### config.mk
export PLATFORM = sky130hd
export DESIGN_NAME = sysarr_result_drain_flat
export DESIGN_NICKNAME = d
export VERILOG_FILES = /design/src/rtl/sysarr_pkg.sv /design/src/rtl/sysarr_result_drain_if.sv /design/src/rtl/sysarr_result_buf.sv /design/src/rtl/sysarr_result_drain.sv /design/src/flat_wrapper.sv
export SDC_FILE = /design/constraint.sdc
export NUM_CORES = 1
export LEC_CHECK = 0
export BUFFER_PORTS_ARGS = -buffer_cell sky130_fd_sc_hd__buf_2
export CAP_MARGIN = 40
export CORE_AREA = 2 2 226 228
export CTS_CLUSTER_SIZE = 10
export DETAILED_ROUTE_END_ITERATION = 8
export DIE_AREA = 0 0 228 230
export PLACE_DENSITY_LB_ADDON = 0.25
export RECOVER_POWER = 50
export SLEW_MARGIN = 20
export SYNTH_ARGS = -nofsm -noshare
export SYNTH_HDL_FRONTEND = slang
export SYNTH_SLANG_ARGS = --single-unit
### constraint.sdc
create_clock -name clk -period 5.47 [get_ports clk]
set_input_delay 1.094 -clock clk [delete_from_list [all_inputs] [get_ports clk]]
set_output_delay 1.094 -clock clk [all_outputs]
set_load 0.01 [all_outputs]
### src/rtl/sysarr_pkg.sv
// Shared constants, state encoding and result slicing for the systolic-array result drain.
package sysarr_pkg;
    localparam int N         = 4;
    localparam int CW        = 33;
    localparam int K_LEN     = 4;
    localparam int NUM_RES   = N * N;
    localparam int DRAIN_LAT = K_LEN + 2 * N - 1;
    localparam int IW        = $clog2(NUM_RES);
    localparam int CNT_W     = $clog2(DRAIN_LAT);
    localparam int FLAT_W    = NUM_RES * CW;

    typedef enum logic [1:0] {
        IDLE   = 2'd0,
        WAIT   = 2'd1,
        STREAM = 2'd2
    } state_t;

    // Result i of the row-major flattened accumulator bus (c1 in the low bits).
    function automatic logic [CW-1:0] get_result(input logic [FLAT_W-1:0] flat, input int i);
        return flat[i*CW +: CW];
    endfunction
endpackage

### src/rtl/sysarr_result_drain_if.sv
// Valid/ready result stream from the drain toward writeback/host.
interface sysarr_result_drain_if;
    import sysarr_pkg::*;

    logic [CW-1:0] out_data;
    logic [IW-1:0] out_idx;
    logic          out_valid;
    logic          out_ready;
    logic          out_last;

    modport master (
        output out_data,
        output out_idx,
        output out_valid,
        output out_last,
        input  out_ready
    );

    modport slave (
        input  out_data,
        input  out_idx,
        input  out_valid,
        input  out_last,
        output out_ready
    );
endinterface

### src/rtl/sysarr_result_buf.sv
// Snapshot bank of all PE results, captured in one cycle, with a registered read port.
module sysarr_result_buf
    import sysarr_pkg::*;
(
    input  logic              clk,
    input  logic              rst,
    input  logic              i_capture,
    input  logic [FLAT_W-1:0] i_c_flat,
    input  logic [IW-1:0]     i_rd_idx,
    output logic [CW-1:0]     o_rd_data
);
    logic [CW-1:0] w_slice [NUM_RES];
    logic [CW-1:0] r_bank  [NUM_RES];
    logic [CW-1:0] r_rd_data;

    genvar gi;
    generate
        for (gi = 0; gi < NUM_RES; gi++) begin : g_slice
            assign w_slice[gi] = get_result(i_c_flat, gi);
        end
    endgenerate

    always_ff @(posedge clk or negedge rst) begin
        if (!rst) begin
            for (int i = 0; i < NUM_RES; i++) begin
                r_bank[i] <= '0;
            end
        end else if (i_capture) begin
            for (int i = 0; i < NUM_RES; i++) begin
                r_bank[i] <= w_slice[i];
            end
        end
    end

    // On capture the bank is not yet written, so result 0 is taken straight from the bus.
    always_ff @(posedge clk or negedge rst) begin
        if (!rst) begin
            r_rd_data <= '0;
        end else if (i_capture) begin
            r_rd_data <= w_slice[0];
        end else begin
            r_rd_data <= r_bank[i_rd_idx];
        end
    end

    assign o_rd_data = r_rd_data;
endmodule

### src/rtl/sysarr_result_drain.sv
// Waits the array drain latency after start, snapshots all results, then streams them out in index order.
module sysarr_result_drain
    import sysarr_pkg::*;
(
    input  logic                         clk,
    input  logic                         rst,
    input  logic                         i_start,
    input  logic [FLAT_W-1:0]            i_c_flat,
    sysarr_result_drain_if.master        m_out,
    output logic                         o_busy,
    output logic                         o_done,
    output logic                         o_start_drop
);
    state_t            r_state;
    state_t            w_state_next;
    logic [CNT_W-1:0]  r_cnt;
    logic [CNT_W-1:0]  w_cnt_next;
    logic [IW-1:0]     r_idx;
    logic [IW-1:0]     w_idx_next;
    logic              r_done;
    logic              w_done_next;
    logic              r_start_drop;
    logic              w_start_drop_next;
    logic              w_capture;
    logic              w_valid;
    logic              w_hs;
    logic              w_at_last;
    logic [CW-1:0]     w_rd_data;

    assign w_valid   = (r_state == STREAM);
    assign w_at_last = (r_idx == IW'(NUM_RES - 1));
    assign w_hs      = w_valid && m_out.out_ready;

    always_comb begin
        w_state_next      = r_state;
        w_cnt_next        = r_cnt;
        w_idx_next        = r_idx;
        w_done_next       = 1'b0;
        w_start_drop_next = 1'b0;
        w_capture         = 1'b0;
        case (r_state)
            IDLE: begin
                if (i_start) begin
                    w_state_next = WAIT;
                    w_cnt_next   = '0;
                end
            end
            WAIT: begin
                w_start_drop_next = i_start;
                if (r_cnt == CNT_W'(DRAIN_LAT - 1)) begin
                    w_capture    = 1'b1;
                    w_state_next = STREAM;
                    w_idx_next   = '0;
                    w_cnt_next   = '0;
                end else begin
                    w_cnt_next = r_cnt + 1'b1;
                end
            end
            STREAM: begin
                w_start_drop_next = i_start;
                if (w_hs) begin
                    if (w_at_last) begin
                        w_state_next = IDLE;
                        w_idx_next   = '0;
                        w_done_next  = 1'b1;
                    end else begin
                        w_idx_next = r_idx + 1'b1;
                    end
                end
            end
            default: begin
                w_state_next = IDLE;
            end
        endcase
    end

    always_ff @(posedge clk or negedge rst) begin
        if (!rst) begin
            r_state      <= IDLE;
            r_cnt        <= '0;
            r_idx        <= '0;
            r_done       <= 1'b0;
            r_start_drop <= 1'b0;
        end else begin
            r_state      <= w_state_next;
            r_cnt        <= w_cnt_next;
            r_idx        <= w_idx_next;
            r_done       <= w_done_next;
            r_start_drop <= w_start_drop_next;
        end
    end

    // Read address is the next index so the registered read lines up with r_idx.
    sysarr_result_buf u_buf (
        .clk       (clk),
        .rst       (rst),
        .i_capture (w_capture),
        .i_c_flat  (i_c_flat),
        .i_rd_idx  (w_idx_next),
        .o_rd_data (w_rd_data)
    );

    assign m_out.out_data  = w_rd_data;
    assign m_out.out_idx   = r_idx;
    assign m_out.out_valid = w_valid;
    assign m_out.out_last  = w_valid && w_at_last;
    assign o_busy          = (r_state != IDLE);
    assign o_done          = r_done;
    assign o_start_drop    = r_start_drop;
endmodule
### src/flat_wrapper.sv
// flat-port wrapper written by rule: the top's interface ports become plain ports
module sysarr_result_drain_flat import sysarr_pkg::*;
  (clk, rst, i_start, i_c_flat, o_busy, o_done, o_start_drop, m_out_out_data, m_out_out_idx, m_out_out_valid, m_out_out_last, m_out_out_ready);
  sysarr_result_drain_if m_out_i ();
  input  logic clk;
  input  logic rst;
  input  logic i_start;
  input  logic [FLAT_W-1:0] i_c_flat;
  output logic o_busy;
  output logic o_done;
  output logic o_start_drop;
  output wire logic [$bits(m_out_i.out_data)-1:0] m_out_out_data;
  output wire logic [$bits(m_out_i.out_idx)-1:0] m_out_out_idx;
  output wire logic [$bits(m_out_i.out_valid)-1:0] m_out_out_valid;
  output wire logic [$bits(m_out_i.out_last)-1:0] m_out_out_last;
  input wire logic [$bits(m_out_i.out_ready)-1:0] m_out_out_ready;
  assign m_out_out_data = m_out_i.out_data;
  assign m_out_out_idx = m_out_i.out_idx;
  assign m_out_out_valid = m_out_i.out_valid;
  assign m_out_out_last = m_out_i.out_last;
  assign m_out_i.out_ready = m_out_out_ready;
  sysarr_result_drain u_core (.clk(clk), .rst(rst), .i_start(i_start), .i_c_flat(i_c_flat), .m_out(m_out_i), .o_busy(o_busy), .o_done(o_done), .o_start_drop(o_start_drop));
endmodule
---- After elaboration in Yosys (flattened, before gate mapping) ----
Index checks and enable logic that the tools add are counted.
storage, ports and cells
  logic and storage cells ................. 64
  output and inout bits ................... 42
  register bits after elaboration ......... 573
operators by class
  bitwise operators ....................... 1
  eq/ne operators ......................... 8
  reductions and logical operators ........ 8
  add/subtract/negate cells ............... 2
  order comparisons ....................... 1
  multiplexer cells ....................... 22
operators with widths
  cell                 number
  $bmux 33 s4          1
  $mux 33              3
  $mux 4               5
  $pmux 4 s2           2
  $add 4x1->4 const B  2
  $eq 4x4->1 const B   2
  $mux 2               4
  $mux 1               6
  $ne 2x2->1 const B   3
  $pmux 2 s3           1
  $ge 5x5->1 const B   1
  $not 4->5            1
  $reduce_and 4->1     1
  $reduce_bool 2->1    2
  $eq 2x1->1 const B   1
  $eq 2x2->1 const B   1
  $logic_and 1x1->1    2
  $logic_not 2->1      1
  $ne 2x1->1 const B   1
  $reduce_and 2->1     1
  $reduce_or 2->1      1

---- Depth between registers and ports, before layout ----
  depth in word-level cells ............... 9
  mapped depth ............................ 12
  mapped depth without buffers ............ 10

---- By module ----
A second synthesis with hierarchy kept.
unflattened totals
  cell total of the unflattened synthesis .. 1,685
  area, all modules ....................... 25,547.0 µm²
by module, submodules not included
  module               cells an instance  seq. area each (µm²)  instances  area an instance (µm²)
  sysarr_result_buf    1,613              14,038.5              1          24,831.3
  sysarr_result_drain  72                 300.3                 1          715.7

---- Worst setup path after synthesis ----
No wires, ideal clock.
  path kind ............................... input to register
  start point ............................. in m_out_out_ready
  end point ............................... reg u_core.u_buf.r_rd_data[24] (netlist: u_core.u_buf.o_rd_data[24])
  data required time ...................... 5,345 ps
  path slack .............................. 2,884 ps
  stages .................................. 9
  path buffers ............................ 2
  arrival ................................. 2,460 ps
  path through ............................ nand3_1 > or3b_1 > nand3_1 > nor2b_1 > buf_2 > buf_2 > a32oi_1 > nand3_1 > nand3_1
on the way
  longest elaborated chain between the ends .. 8
ends and longest elaborated chain
  what                                         RTL line                   source
  start: declaration                           flat_wrapper.sv:16         input wire logic [$bits(m_out_i.out_ready)-1:0] m_out_out_ready;
  $logic_and 1x1->1                            sysarr_result_drain.sv:32  assign w_hs = w_valid && m_out.out_ready;
  $mux 4                                       sysarr_result_drain.sv:61  if (w_hs) begin
  $pmux 4 s2                                   sysarr_result_drain.sv:41  case (r_state)
  via u_core.u_buf.i_rd_idx[2]                 sysarr_result_buf.sv:9     input logic [IW-1:0] i_rd_idx,
  $not 4->5 (implied by the code)              sysarr_result_buf.sv:42    r_rd_data <= r_bank[i_rd_idx];
  $bmux 33 s4                                  sysarr_result_buf.sv:42
  $mux 33 (implied by the code) (2 in series)  sysarr_result_buf.sv:42
  $mux 33                                      sysarr_result_buf.sv:39    end else if (i_capture) begin
  end signal: assignment                       sysarr_result_buf.sv:40    r_rd_data <= w_slice[0];
  end signal: assignment                       sysarr_result_buf.sv:42
  end: declaration                             sysarr_result_buf.sv:14    logic [CW-1:0] r_rd_data;
The timed path passes the listed nets, and every way through them passes these cells. The select of a mux whose other input is x is not followed.
A chain may end at the register's enable or synchronous reset.

==> flow_metrics.env <==
export IMPL_finalCriticalPeriod_ns=3.927
export IMPL_ys_ff_latch=573
export IMPL_cts_tree="yes"
export IMPL_dieArea_um2=52440
export IMPL_fin_util=0.6191
export IMPL_drt_drc_violations_left=0
export IMPL_dpl_cell_area_um2=28950
export IMPL_setup_viol=0
export IMPL_ys_types=37
export IMPL_fillers=4363
export IMPL_drt_iter0_drc=2253
export IMPL_cts_made_buffers=68
export IMPL_die_height_um=230
export IMPL_synth_seq_area_share=0.5592
export IMPL_synth_most_common_cell="nand2_1"
export IMPL_nets=3974
export IMPL_hold_class="in -> async"
export IMPL_multiInputGateArea_um2=10510
export IMPL_synth_area_leaders="dfrtp_1 (56%), nand2_1 (25%), mux2i_1 (9.1%), clkbuf_1 (2.0%), a22oi_1 (1.9%)"
export IMPL_synth_nets=3481
export IMPL_path_clk_slew_ns=0.05
export IMPL_setup_slack_ns=1.543
export IMPL_holdBufCountCts=0
export IMPL_violations="max-capacitance violations, max-slew violations"
export IMPL_path_class="in -> async"
export IMPL_timing_fmax_mhz=254.6
export IMPL_syn_area_per_cell_um2=8.712
export IMPL_synth_edf_count=0
export IMPL_die_x_um=228
export IMPL_synth_top_cells_by_count="nand2_1 (1693), dfrtp_1 (573), mux2i_1 (232), clkbuf_1 (138), nand3_1 (74)"
export IMPL_ctsResizeCount=0
export IMPL_vias=22691
export IMPL_cts_root_buf="clkbuf_16"
export IMPL_antenna_found_initial=16
export IMPL_drv_slew=391
export IMPL_status="finished with violations"
export IMPL_startpoint_type="input pin"
export IMPL_dpl_worst_slack_ns=1.595
export IMPL_cpMaxStageDelayCell="clkbuf_1"
export IMPL_ys_flop_type="dfrtp_1"
export IMPL_ys_warn_count=0
export IMPL_leakagePower_nw=15.69
export IMPL_avgViaCountPerCell=5.490
export IMPL_cts_sinks=573
export IMPL_final_hold_viol_count=0
export IMPL_drv_cap=8
export IMPL_ant_nets=0
export IMPL_ir_drop_mv=0.3010
export IMPL_grt_setup_unrepaired="no"
export IMPL_routed_wl_um=86800
export IMPL_path_cells="buf_8 -> buf_16 -> clkbuf_1"
export IMPL_clock_skew_ns=0.01867
export IMPL_p_int_mw=7.929
export IMPL_start_util=0.5142
export IMPL_grt_pass1_vias=23194
export IMPL_dr_pass1_iters=7
export IMPL_cp_slowest_stage_delay_ns=2.05
export IMPL_synth_area_leader_cell="dfrtp_1"
export IMPL_grt_ovfl_total=0
export IMPL_pwr_share_clk=0.346
export IMPL_p_sw_mw=3.666
export IMPL_core_um2=49860
export IMPL_syn_inst=2943
export IMPL_num_rows=82
export IMPL_synth_top_area_frac=0.5592
export IMPL_comb_power_share=0.239
export IMPL_dpl_hpwl_um=61530
export IMPL_grt_max_degree=277
export IMPL_grtUsageTotal=0.3304
export IMPL_cts_buffer_depth=3
export IMPL_cp_max_fo=70
export IMPL_grt_pass1_wl_um=132800
export IMPL_post_cts_setup_buffers=0
export IMPL_clk_latency_ns=0.60
export IMPL_drive_gt1_frac=0.1991
export IMPL_synthArstFlopShare=1.000
export IMPL_p_seq_frac=0.415
export IMPL_cp_required_ns=5.54
export IMPL_h_tree_depth=3
export IMPL_period_share=0.7180
export IMPL_worst_ep_arrival_time_ns=4.00
export IMPL_ios=574
export IMPL_powerDensity_nw_per_um2=375.6
export IMPL_regArea_um2=14340
export IMPL_fin_area_um2=30870
export IMPL_end_kind="asynchronous set/reset pin"
export IMPL_power_total_mw=11.60
export IMPL_gp_congestion=0.9355
export IMPL_fin_tns_setup_ns=0
export IMPL_syn_area_um2=25640
export IMPL_worst_pin_slew_ns=2.834
export IMPL_routedWlPerCell_um=21.00
export IMPL_port_buffers=573
export IMPL_syn2layout_area_growth_pct=20.41
export IMPL_swShare=0.3162
export IMPL_r2r_setup_slack_ns=1.94
export IMPL_slew_headroom=-0.8893
## worst max-delay path: cells and delay by family
family | cells | cell delay (ns)
buffers and inverters | 3 | 2.78
## path summary, 6_finish.rpt
| check | start | cells after the start | endpoint |
|---|---|---|---|
| worst max-delay path | rst | 3 | u_core.u_buf.r_bank[82] |
| worst min-delay path | rst | 1 | u_core.u_buf.r_bank[174] |
| worst max register to register | u_core.r_state[0] | 9 | u_core.u_buf.o_rd_data[26] |
| worst min register to register | u_core.u_buf.r_bank[161] | 2 | u_core.u_buf.r_bank[161] |
| max in group clk | u_core.r_state[0] | 9 | u_core.u_buf.o_rd_data[26] |
| min in group clk | u_core.u_buf.r_bank[161] | 2 | u_core.u_buf.r_bank[161] |
## registers in the layout, indices dropped and copies added (netlist names)
name / flops
u_core.o_start_drop: 1
u_core.u_buf.r_bank: 528
u_core.m_out.out_idx: 4
u_core.o_done: 1
u_core.r_state: 2
u_core.u_buf.o_rd_data: 33
u_core.r_cnt: 4
## power groups by stage
stage / logic, mW / clock network, mW / registers [mW]
6_report: 2.78 / 4.01 / 4.81
5_1_grt: 2.97 / 4.24 / 4.83
4_1_cts: 2.76 / 4.06 / 4.80
3_5_place_dp: 2.75 / 0 / 4.86
3_3_place_gp: 2.70 / 0 / 4.86
2_1_floorplan: 1.77 / 0 / 4.81
## area by class of cell
type	count	share of cell area
clock inverter	2	0.0004458
tap	672	0.02724
sequential	573	0.4645
antenna	11	0.0008916
multi-input combinational	2176	0.3403
inverter	9	0.001094
timing repair buffer	608	0.1057
clock buffer	82	0.05986
## per-layer routing
metal | wire (µm) | GRT usage
met1 | 34560 | 0.4234
met2 | 40760 | 0.5290
met3 | 6616 | 0.07502
met4 | 4799 | 0.1697
met5 | 75 | 0
## stage by stage
step	hold slack (ns)	std cells
after floorplan	0.4450	2943
after global placement	0.4565	4035
after detailed placement	0.4615	4035
after CTS	0.4747	4119
after global routing	0.4503	4130
final	0.4212	4133
## layout by cell type (no fill, tap or decap), types with 4 or more instances in the layout
master and instances:
dfrtp_1 573, a21oi_1 4, nand3_1 74, buf_4 16, clkbuf_16 71, clkbuf_1 15, ha_1 6, a32oi_1 33
diode_2 11, mux2i_1 232, inv_1 8, buf_12 9, buf_2 572, a22oi_1 66, a221oi_1 33, nand2_1 1691
## kinds of logic after synthesis
logic type | synth area share
AND/OR/NAND/NOR | 0.2675
flip-flops | 0.5592
multiplexers | 0.09101
buffers and inverters | 0.03323
AO/OA/AOI/OAI | 0.04607
adder cells (fa/ha/maj) | 0.002928
No activity file was read; power rests on OpenSTA's default activity.
